## src/rtl/ag_video_fetch_pkg.sv

```systemverilog
// Shared constants for the video fetch slice: default raster timing,
// pixel-mode codes, RAM port-2 widths and a counter-width helper.
package ag_video_fetch_pkg;

    localparam int unsigned H_ACTIVE_DEF   = 256;
    localparam int unsigned H_TOTAL_DEF    = 384;
    localparam int unsigned H_SYNC_ST_DEF  = 296;
    localparam int unsigned H_SYNC_LEN_DEF = 32;
    localparam int unsigned V_ACTIVE_DEF   = 256;
    localparam int unsigned V_TOTAL_DEF    = 312;
    localparam int unsigned V_SYNC_ST_DEF  = 272;
    localparam int unsigned V_SYNC_LEN_DEF = 4;

    localparam logic MODE_1BPP = 1'b0;
    localparam logic MODE_2BPP = 1'b1;

    localparam int unsigned ADDR_W = 14;
    localparam int unsigned DATA_W = 16;

    // Counters are at least 8 bits wide so the fixed address fields
    // (line[7:0], position[7:3]) can always be sliced.
    function automatic int unsigned cnt_width(input int unsigned total);
        return ($clog2(total) < 8) ? 8 : $clog2(total);
    endfunction

endpackage

```

## src/rtl/ag_video_shifter.sv

```systemverilog
// Pixel serialiser: loads a 16-bit RAM word with its bytes swapped so the
// even byte leads, then emits 1-bit or 2-bit pixels MSB first, zero filling.
module ag_video_shifter
    import ag_video_fetch_pkg::*;
(
    input  logic              clk,
    input  logic              rst_n,
    input  logic              load,
    input  logic              mode,
    input  logic              blank,
    input  logic [DATA_W-1:0] data,
    output logic [1:0]        pix
);

    logic [DATA_W-1:0] src;
    logic [DATA_W-1:0] rest;
    logic [DATA_W-1:0] sr;
    logic [1:0]        head;

    // Select the word being consumed and split off its leading pixel.
    always_comb begin
        src = load ? {data[7:0], data[15:8]} : sr;
        if (mode == MODE_2BPP) begin
            head = src[15:14];
            rest = {src[13:0], 2'b00};
        end else begin
            head = {1'b0, src[15]};
            rest = {src[14:0], 1'b0};
        end
    end

    // Advance one pixel per clock; the pixel register is cleared while blanked.
    always_ff @(posedge clk) begin
        if (!rst_n) begin
            sr  <= '0;
            pix <= '0;
        end else begin
            sr  <= rest;
            pix <= blank ? 2'b00 : head;
        end
    end

endmodule

```

## src/rtl/ag_video_fetch.sv

```systemverilog
// Video-side reader of the dual-port video RAM: raster counters, a fetch
// scheduler running two pixels ahead, per-frame MODE/PAGE latch and
// registered blank/sync/pixel outputs describing the current (h,v).
module ag_video_fetch
    import ag_video_fetch_pkg::*;
#(
    parameter int unsigned H_ACTIVE   = H_ACTIVE_DEF,
    parameter int unsigned H_TOTAL    = H_TOTAL_DEF,
    parameter int unsigned H_SYNC_ST  = H_SYNC_ST_DEF,
    parameter int unsigned H_SYNC_LEN = H_SYNC_LEN_DEF,
    parameter int unsigned V_ACTIVE   = V_ACTIVE_DEF,
    parameter int unsigned V_TOTAL    = V_TOTAL_DEF,
    parameter int unsigned V_SYNC_ST  = V_SYNC_ST_DEF,
    parameter int unsigned V_SYNC_LEN = V_SYNC_LEN_DEF
) (
    input  logic              CLK,
    input  logic              RST_N,
    input  logic              MODE,
    input  logic [1:0]        PAGE,
    output logic [ADDR_W-1:0] AB2,
    output logic              CS2,
    input  logic [DATA_W-1:0] DO2,
    output logic [1:0]        PIX,
    output logic              BLANK,
    output logic              HSYNC_N,
    output logic              VSYNC_N,
    output logic              FRAME_START
);

    localparam int unsigned HW = cnt_width(H_TOTAL);
    localparam int unsigned VW = cnt_width(V_TOTAL);

    localparam logic [HW-1:0] H_LAST  = HW'(H_TOTAL - 1);
    localparam logic [HW-1:0] H_RST   = HW'(H_TOTAL - 4);
    localparam logic [HW-1:0] H_LATCH = HW'(H_TOTAL - 2);
    localparam logic [HW-1:0] H_ACT   = HW'(H_ACTIVE);
    localparam logic [HW-1:0] H_SS    = HW'(H_SYNC_ST);
    localparam logic [HW-1:0] H_SE    = HW'(H_SYNC_ST + H_SYNC_LEN);
    localparam logic [HW:0]   H_TOT_X = (HW+1)'(H_TOTAL);
    localparam logic [VW-1:0] V_LAST  = VW'(V_TOTAL - 1);
    localparam logic [VW-1:0] V_ACT   = VW'(V_ACTIVE);
    localparam logic [VW-1:0] V_SS    = VW'(V_SYNC_ST);
    localparam logic [VW-1:0] V_SE    = VW'(V_SYNC_ST + V_SYNC_LEN);

    logic [HW-1:0]     h_q, h_nxt, f_pos;
    logic [VW-1:0]     v_q, v_nxt, f_line;
    logic [HW:0]       f_sum;
    logic              f_wrap;
    logic              latch_now;
    logic              mode_q, mode_eff;
    logic [1:0]        page_q, page_eff;
    logic              aligned, fetch, fetch_d;
    logic [ADDR_W-1:0] addr;
    logic              blank_nxt;

    // Every output register is computed from the position of the coming
    // cycle, so after the edge it describes the counters it sits beside.
    always_comb begin
        h_nxt = (h_q == H_LAST) ? '0 : h_q + HW'(1);
        v_nxt = v_q;
        if (h_q == H_LAST) begin
            v_nxt = (v_q == V_LAST) ? '0 : v_q + VW'(1);
        end
        f_sum  = {1'b0, h_nxt} + (HW+1)'(2);
        f_wrap = (f_sum >= H_TOT_X);
        f_pos  = f_wrap ? HW'(f_sum - H_TOT_X) : f_sum[HW-1:0];
        f_line = v_nxt;
        if (f_wrap) begin
            f_line = (v_nxt == V_LAST) ? '0 : v_nxt + VW'(1);
        end
        // The first fetch of a frame already uses the freshly latched MODE/PAGE.
        latch_now = (h_nxt == H_LATCH) && (v_nxt == V_LAST);
        mode_eff  = latch_now ? MODE : mode_q;
        page_eff  = latch_now ? PAGE : page_q;
        aligned   = (mode_eff == MODE_2BPP) ? (f_pos[2:0] == 3'b000)
                                            : (f_pos[3:0] == 4'b0000);
        fetch     = aligned && (f_pos < H_ACT) && (f_line < V_ACT);
        addr      = (mode_eff == MODE_2BPP) ? {page_eff[0], f_line[7:0], f_pos[7:3]}
                                            : {page_eff,    f_line[7:0], f_pos[7:4]};
        blank_nxt = !((h_nxt < H_ACT) && (v_nxt < V_ACT));
    end

    // Raster counters, fetch strobe/address, frame latch and sync/blank outputs.
    always_ff @(posedge CLK) begin
        if (!RST_N) begin
            h_q         <= H_RST;
            v_q         <= V_LAST;
            CS2         <= 1'b0;
            AB2         <= '0;
            fetch_d     <= 1'b0;
            mode_q      <= MODE_1BPP;
            page_q      <= '0;
            BLANK       <= 1'b1;
            HSYNC_N     <= 1'b1;
            VSYNC_N     <= 1'b1;
            FRAME_START <= 1'b0;
        end else begin
            h_q     <= h_nxt;
            v_q     <= v_nxt;
            CS2     <= fetch;
            fetch_d <= CS2;
            if (fetch) begin
                AB2 <= addr;
            end
            if (latch_now) begin
                mode_q <= MODE;
                page_q <= PAGE;
            end
            BLANK       <= blank_nxt;
            HSYNC_N     <= !((h_nxt >= H_SS) && (h_nxt < H_SE));
            VSYNC_N     <= !((v_nxt >= V_SS) && (v_nxt < V_SE));
            FRAME_START <= (h_nxt == '0) && (v_nxt == '0);
        end
    end

    // DO2 is valid the cycle after CS2; fetch_d marks that cycle as the load.
    ag_video_shifter u_shifter (
        .clk   (CLK),
        .rst_n (RST_N),
        .load  (fetch_d),
        .mode  (mode_q),
        .blank (blank_nxt),
        .data  (DO2),
        .pix   (PIX)
    );

endmodule

```

## config.mk

```make
export PLATFORM = sky130hd
export DESIGN_NAME = ag_video_fetch
export DESIGN_NICKNAME = d
export VERILOG_FILES = /design/src/rtl/ag_video_fetch_pkg.sv /design/src/rtl/ag_video_shifter.sv /design/src/rtl/ag_video_fetch.sv
export SDC_FILE = /design/constraint.sdc
export NUM_CORES = 1
export LEC_CHECK = 0
export ABC_AREA = 1
export BUFFER_PORTS_ARGS = -buffer_cell sky130_fd_sc_hd__buf_4
export CORE_MARGIN = 10
export CORE_UTILIZATION = 53
export CTS_CLUSTER_SIZE = 30
export DETAILED_ROUTE_END_ITERATION = 7
export PLACE_DENSITY = 0.72
export RECOVER_POWER = 25
export SYNTH_ARGS = -nofsm -noshare
export SYNTH_HDL_FRONTEND = slang
export SYNTH_SLANG_ARGS = --single-unit
```

## constraint.sdc

```tcl
create_clock -name CLK -period 2.5 [get_ports CLK]
set_input_delay 0.5 -clock CLK [delete_from_list [all_inputs] [get_ports CLK]]
set_output_delay 0.5 -clock CLK [all_outputs]
set_load 0.02 [all_outputs]
```

======== After elaboration in Yosys (flattened, before gate mapping) ========
Index checks and enable logic that the tools add are counted.
W data, S select, Z words.
word-level totals
  word-level logic and storage cells ...... 64
  bits in registers ....................... 59
  output and inout bits ................... 21
  bits in latches ......................... 0
  memories ................................ 0
  input port bits ......................... 21
  bits in writable memories ............... 0
  memory bits (read-only) ................. 0
cells by class
  bitwise gates (word level) .............. 1
  multiplexer cells ....................... 13
  eq/ne operators ......................... 4
  reduce and logical (&&, ||, !) cells .... 17
  $mul .................................... 0
  shifts and indexed selects .............. 0
  div/mod/pow operators ................... 0
  add/sub/neg operators ................... 5
  $lt $le $gt $ge ......................... 9
operators by type and width
  cell                    number
  $lt A9 B9 Y1 const B    6
  $mux W9                 6
  $eq A9 B9 Y1 const B    4
  $mux W16                2
  $add A9 B1 Y9 const B   3
  $ge A9 B9 Y1 const B    2
  $logic_not A9 Y1        2
  $mux W14                1
  $add A9 B2 Y10 const B  1
  $ge A10 B9 Y1 const B   1
  $sub A9 B9 Y9 const B   1
  $logic_and A1 B1 Y1     7
  $logic_not A4 Y1        1
  $logic_not A1 Y1        3
  $logic_not A3 Y1        1
  $mux W1                 3
  $reduce_and A3 Y1       1
  $mux W2                 1
  $reduce_and A2 Y1       1
  $reduce_or A2 Y1        1
  $not A1 Y1              1

======== Longest topological paths before layout ========
  depth after elaboration ................. 9
  gate-level depth with buffers ........... 23
  mapped depth without buffers ............ 21

======== Modules after synthesis ========
A second synthesis with hierarchy kept.
second synthesis, totals
  cell total of the unflattened synthesis .. 599
  area, all modules ....................... 3,682.3 µm²
by module, submodules not included
  module            instances  cells an instance  area each (µm²)  seq. area each (µm²)
  ag_video_fetch    1          477                2,879.0          820.8
  ag_video_shifter  1          122                803.3            340.3

======== Least setup slack after synthesis ========
Ideal clock, no wire load.
  path kind ............................... reg2reg
  start point ............................. reg h_q[0]
  end point ............................... reg AB2[10]
  data arrival time ....................... 2.443 ns
  clock period less this slack ............ 2.556 ns
  path slack .............................. -0.056 ns
  path buffers ............................ 2
  data required time ...................... 2.387 ns
  stages on the path, launching flop included .. 22
  library setup time ...................... 0.113 ns
  cells stage by stage .................... dfxtp_1 -> ha_1 -> nand2_2 -> nor2_4 -> nand3_4 -> nand2_1 -> inv_1 -> ha_1 -> nand3_1 -> nor2_2 -> nand2_1 -> nand2_1 -> nand2_2 -> nand3_4 -> nand3_1 -> nand2_1 -> clkinv_1 -> nand3_2 -> buf_6 -> buf_6 -> nor2_1 -> nor2_1
between the ends
  longest elaborated chain between the ends .. 9
  elaborated cells between the ends (all ways) .. 23
  classes of those cells .................. add/sub (4); order compare (3); eq/ne (3); mux (8); reduce/logical (5)
ends and longest elaborated chain
  what                                                    line                   RTL
  from (decl)                                             ag_video_fetch.sv:45   logic [HW-1:0] h_q, h_nxt, f_pos;
  from (signal assigned)                                  ag_video_fetch.sv:98   h_q <= h_nxt;
  $add A9 B1 Y9 / $eq A9 B9 Y1 (equally long branches)    ag_video_fetch.sv:59   h_nxt = (h_q == H_LAST) ? '0 : h_q + HW'(1);
  $mux W9 (*)                                             ag_video_fetch.sv:59
  net h_nxt[1]                                            ag_video_fetch.sv:45
  branches (longest 7 deep; another with $add A9 B2 Y10)  --
  to (signal assigned)                                    ag_video_fetch.sv:103  AB2 <= addr;
  to (decl)                                               ag_video_fetch.sv:20   output logic [ADDR_W-1:0] AB2,
Mark *: on every way through the listed nets, which the timed path passes.
A chain may end at the register's enable or synchronous reset.

======== Worst setup path after layout ========
  start point ............................. reg h_q[0]
  end point ............................... reg AB2[7]
between the ends
  longest elaborated chain between the ends .. 9
  elaborated cells between the ends (all ways) .. 23
  classes of those cells .................. add/sub (4); order compare (3); eq/ne (3); mux (8); reduce/logical (5)
ends and longest elaborated chain
  what
  branches (longest 9 deep; another with $add A9 B2 Y10)
Parallel ways; which one is timed is not known.

==> flow_summary.ini <==
[outcome]
status = complete, but fails checks
violations = negative setup slack

[grt]
track_usage = 0.197
antenna_found_initial = 0
use_met3 = 0.0456
gr-usage-met2 = 0.332
grt-ovfl-total = 0
grt_pass1_wl_mm = 16.4
grt_max_degree = 19
grt_pass1_vias = 3578
grt_busiest_layer = met2
grtUsageMet1 = 0.234

[setup_path]
reg2reg_depth = 17
crit_path_start_kind = register
critPathKind = reg2reg
r2r_slack_ns = -0.10
path_max_fanout = 4
cp.required_ns = 2.75
worstPathArrival_ns = 2.86
reg2reg_from = h_q[0]
r2r-end = AB2[7]
cp-end-kind = register

[hold_path]
hp-class = in2reg
hp-start = DO2[8]
min_to = u_shifter.sr[1]
whs_path_depth = 3

[clocking]
cts_tree = built
root_buffer = clkbuf_8
htreeDepth = 3
cts_inserted_buffers = 9
ctsLongestPathBuffers = 2
cts_num_sinks = 58
path_clk_slew_ns = 0.07
clk_latency_ns = 0.36

[sta]
setup_viol = 14
rsz0062_at_grt = true
post-route-min-period_ns = 2.60
tightest_slew_ns = 0.489
finalMaxSlewViolations = 0
setup_tns_ns = -0.808
finalHoldViolations = 0
finalCritPeriodShare = 1.04
setup_ws_ns = -0.102
max_freq_ghz = 0.384
finClkSkew_ns = 0.00968
slew_headroom = 0.673

[synthesis]
ys_types = 37
synth_area_um2 = 3540
yosysWarnings = 0
synth_seq_area_share = 0.328
synth_ff_type = dfxtp_1
synth_edf_count = 0
async_flop_share = 0
syn_inst = 546
syn-num-nets = 573
yosys_register_bits = 58
syn_area_per_cell_um2 = 6.48

[floorplanning]
core.rowCount = 29
io-pin-count = 42
initial_core_util = 0.551
coreArea_um2 = 6420
dieArea_um2 = 10300
die_x_um = 102
chipHeight_um = 102

[finish]
stdcell_count = 736
syn_to_final_growth_pct = 42.4
filler_cell_count = 470
final_nets = 681
n_antenna_cell = 0
drive_gt1_frac = 0.340

[route]
drcViolationCount = 0
via_per_inst = 5.26
drtIter0Drc = 225
wire_per_inst_um = 14.1
drt-total-wl_mm = 10.4
num_vias = 3870
ant_nets = 0
drt_first_pass_iters = 5

[power_and_ir_drop]
power_density_nw_per_um2 = 707
peakVddDrop_mv = 0.589
power.leakage_nw = 2.60

[placed_design]
place_inst = 706
gp_congestion = 0.891
port_buffers = 41
dp_hpwl_mm = 7.28

[run]
drv_cap = 0
[cells in the final DEF, fill, tap and decap left out, types with 4 or more instances in the layout]
| cell | Yosys | routed |
|---|---|---|
| nand2_1 | 176 | 154 |
| buf_4 | 1 | 102 |
| inv_1 | 65 | 62 |
| dfxtp_1 | 58 | 56 |
| nor2_1 | 64 | 46 |
| nand3_1 | 49 | 40 |
| nand2_2 | 8 | 23 |
| nor2_2 | 7 | 18 |
| nand4_1 | 15 | 15 |
| mux2i_1 | 14 | 14 |
| o22ai_1 | 13 | 13 |
| nand3_2 | 4 | 10 |
| nand2_4 | 2 | 9 |
| nor2_4 | 2 | 9 |
| clkbuf_8 | 0 | 9 |
| o21ai_0 | 8 | 8 |
| xor2_1 | 7 | 7 |
| inv_2 | 4 | 6 |
| buf_6 | 5 | 6 |
| nand3_4 | 2 | 5 |
| nor3_1 | 5 | 4 |
| a21oi_1 | 5 | 4 |
[layout make-up]
class | count | area [um2] | area share
inverters | 72 | 278 | 0.0551
repair buffers | 113 | 953 | 0.189
well taps | 77 | 96.3 | 0.0191
flip-flops and latches | 58 | 1170 | 0.231
multi-input cells | 400 | 2300 | 0.456
clock buffers | 9 | 124 | 0.0246
clock inverters | 7 | 125 | 0.0248
[critical path: stages (launching register included)]
cell,delay (ns)
dfxtp_4,0.37
ha_4,0.14
nand2_4,0.07
buf_6,0.13
nor2_4,0.10
buf_4,0.12
nand4_1,0.20
nand2_2,0.17
inv_1,0.07
nor3_1,0.27
nand3_2,0.16
buf_4,0.17
nand3b_1,0.07
nand2_1,0.09
nand2_1,0.09
nand2_1,0.10
nor2_2,0.12
nor2_1,0.05
[timing repair]
item / in CTS / in global routing
endpoints found under the setup margin: 14 / 16
cloned: 2 / 1
pin swaps: 15 / 23
setup buffers: 4 / 7
hold buffers: 0 / 0
gates resized for setup: 34 / 56
[metal layers]
metal  wire, um  vias to the layer above  part of all wire
met5          0                        -                 0
met4        163                        0             0.016
met3        607                       18             0.058
met2       5230                      124              0.50
met1       4390                     1772              0.42
li1           -                     1956                 -
[worst max-delay path by stage]
| stage | slack, ns | from | cells after the start | endpoint |
|---|---|---|---|---|
| 5_1_grt | -0.26 | h_q[0] | 20 | AB2[7] |
| 4_1_cts | -0.007 | h_q[1] | 20 | AB2[11] |
| 3_5_place_dp | -0.06 | h_q[0] | 21 | AB2[13] |
| 3_3_place_gp | 0.02 | h_q[0] | 21 | AB2[0] |
| 2_1_floorplan | 0.02 | h_q[0] | 21 | AB2[10] |
| 6_report | -0.10 | h_q[0] | 17 | AB2[7] |
[synthesized netlist by cell type, types with 5 or more instances]
cell | number | area [um2]
a21oi_1 | 5 | 25.0
buf_6 | 5 | 56.3
clkbuf_1 | 7 | 26.3
dfxtp_1 | 58 | 1160
ha_1 | 6 | 75.1
inv_1 | 65 | 244
mux2i_1 | 14 | 140
nand2_1 | 176 | 661
nand2_2 | 8 | 50.1
nand3_1 | 49 | 245
nand4_1 | 15 | 93.8
nor2_1 | 64 | 240
nor2_2 | 7 | 43.8
nor3_1 | 5 | 25.0
o21ai_0 | 8 | 40.0
o22ai_1 | 13 | 81.3
xor2_1 | 7 | 61.3
[sequential cells by signal (all words and copies together), names as in the netlist]
register and cells:
AB2 14, BLANK 1, CS2 1, FRAME_START 1
HSYNC_N 1, VSYNC_N 1, fetch_d 1, h_q 9
mode_q 1, page_q 2, u_shifter.pix 2, u_shifter.sr 15
v_q 9
[cell families after synthesis]
family          after synthesis  share of synthesized area
compound gates               31                     0.0516
xor+xnor                      7                     0.0173
fa+ha+maj                     6                     0.0212
buf+inv                      88                      0.106
flops                        58                      0.328
mux                          15                     0.0428
simple gates                341                      0.433
[through the flow]
stage / area [um2] / util / hold WS, ns / total power, mW / setup slack (ns)
2_1_floorplan: 3550 / - / 0.447 / 1.78 / 0.0187
3_3_place_gp: 4310 / 0.672 / 0.437 / 2.21 / 0.0151
3_5_place_dp: 4310 / 0.672 / 0.427 / 2.23 / -0.0596
4_1_cts: 4770 / 0.743 / 0.408 / 3.42 / -0.00658
5_1_grt: 5040 / 0.785 / 0.433 / 3.77 / -0.264
6_report: 5040 / 0.785 / 0.421 / 3.56 / -0.102
[where the power goes]
group / leakage [nW] / total (mW) / internal [mW] / switching, mW
logic: 2.01 / 1.48 / 0.611 / 0.874
registers: 0.470 / 0.982 / 0.960 / 0.0228
clock network: 0.124 / 1.09 / 0.672 / 0.422
No activity file was read; power rests on OpenSTA's default activity.
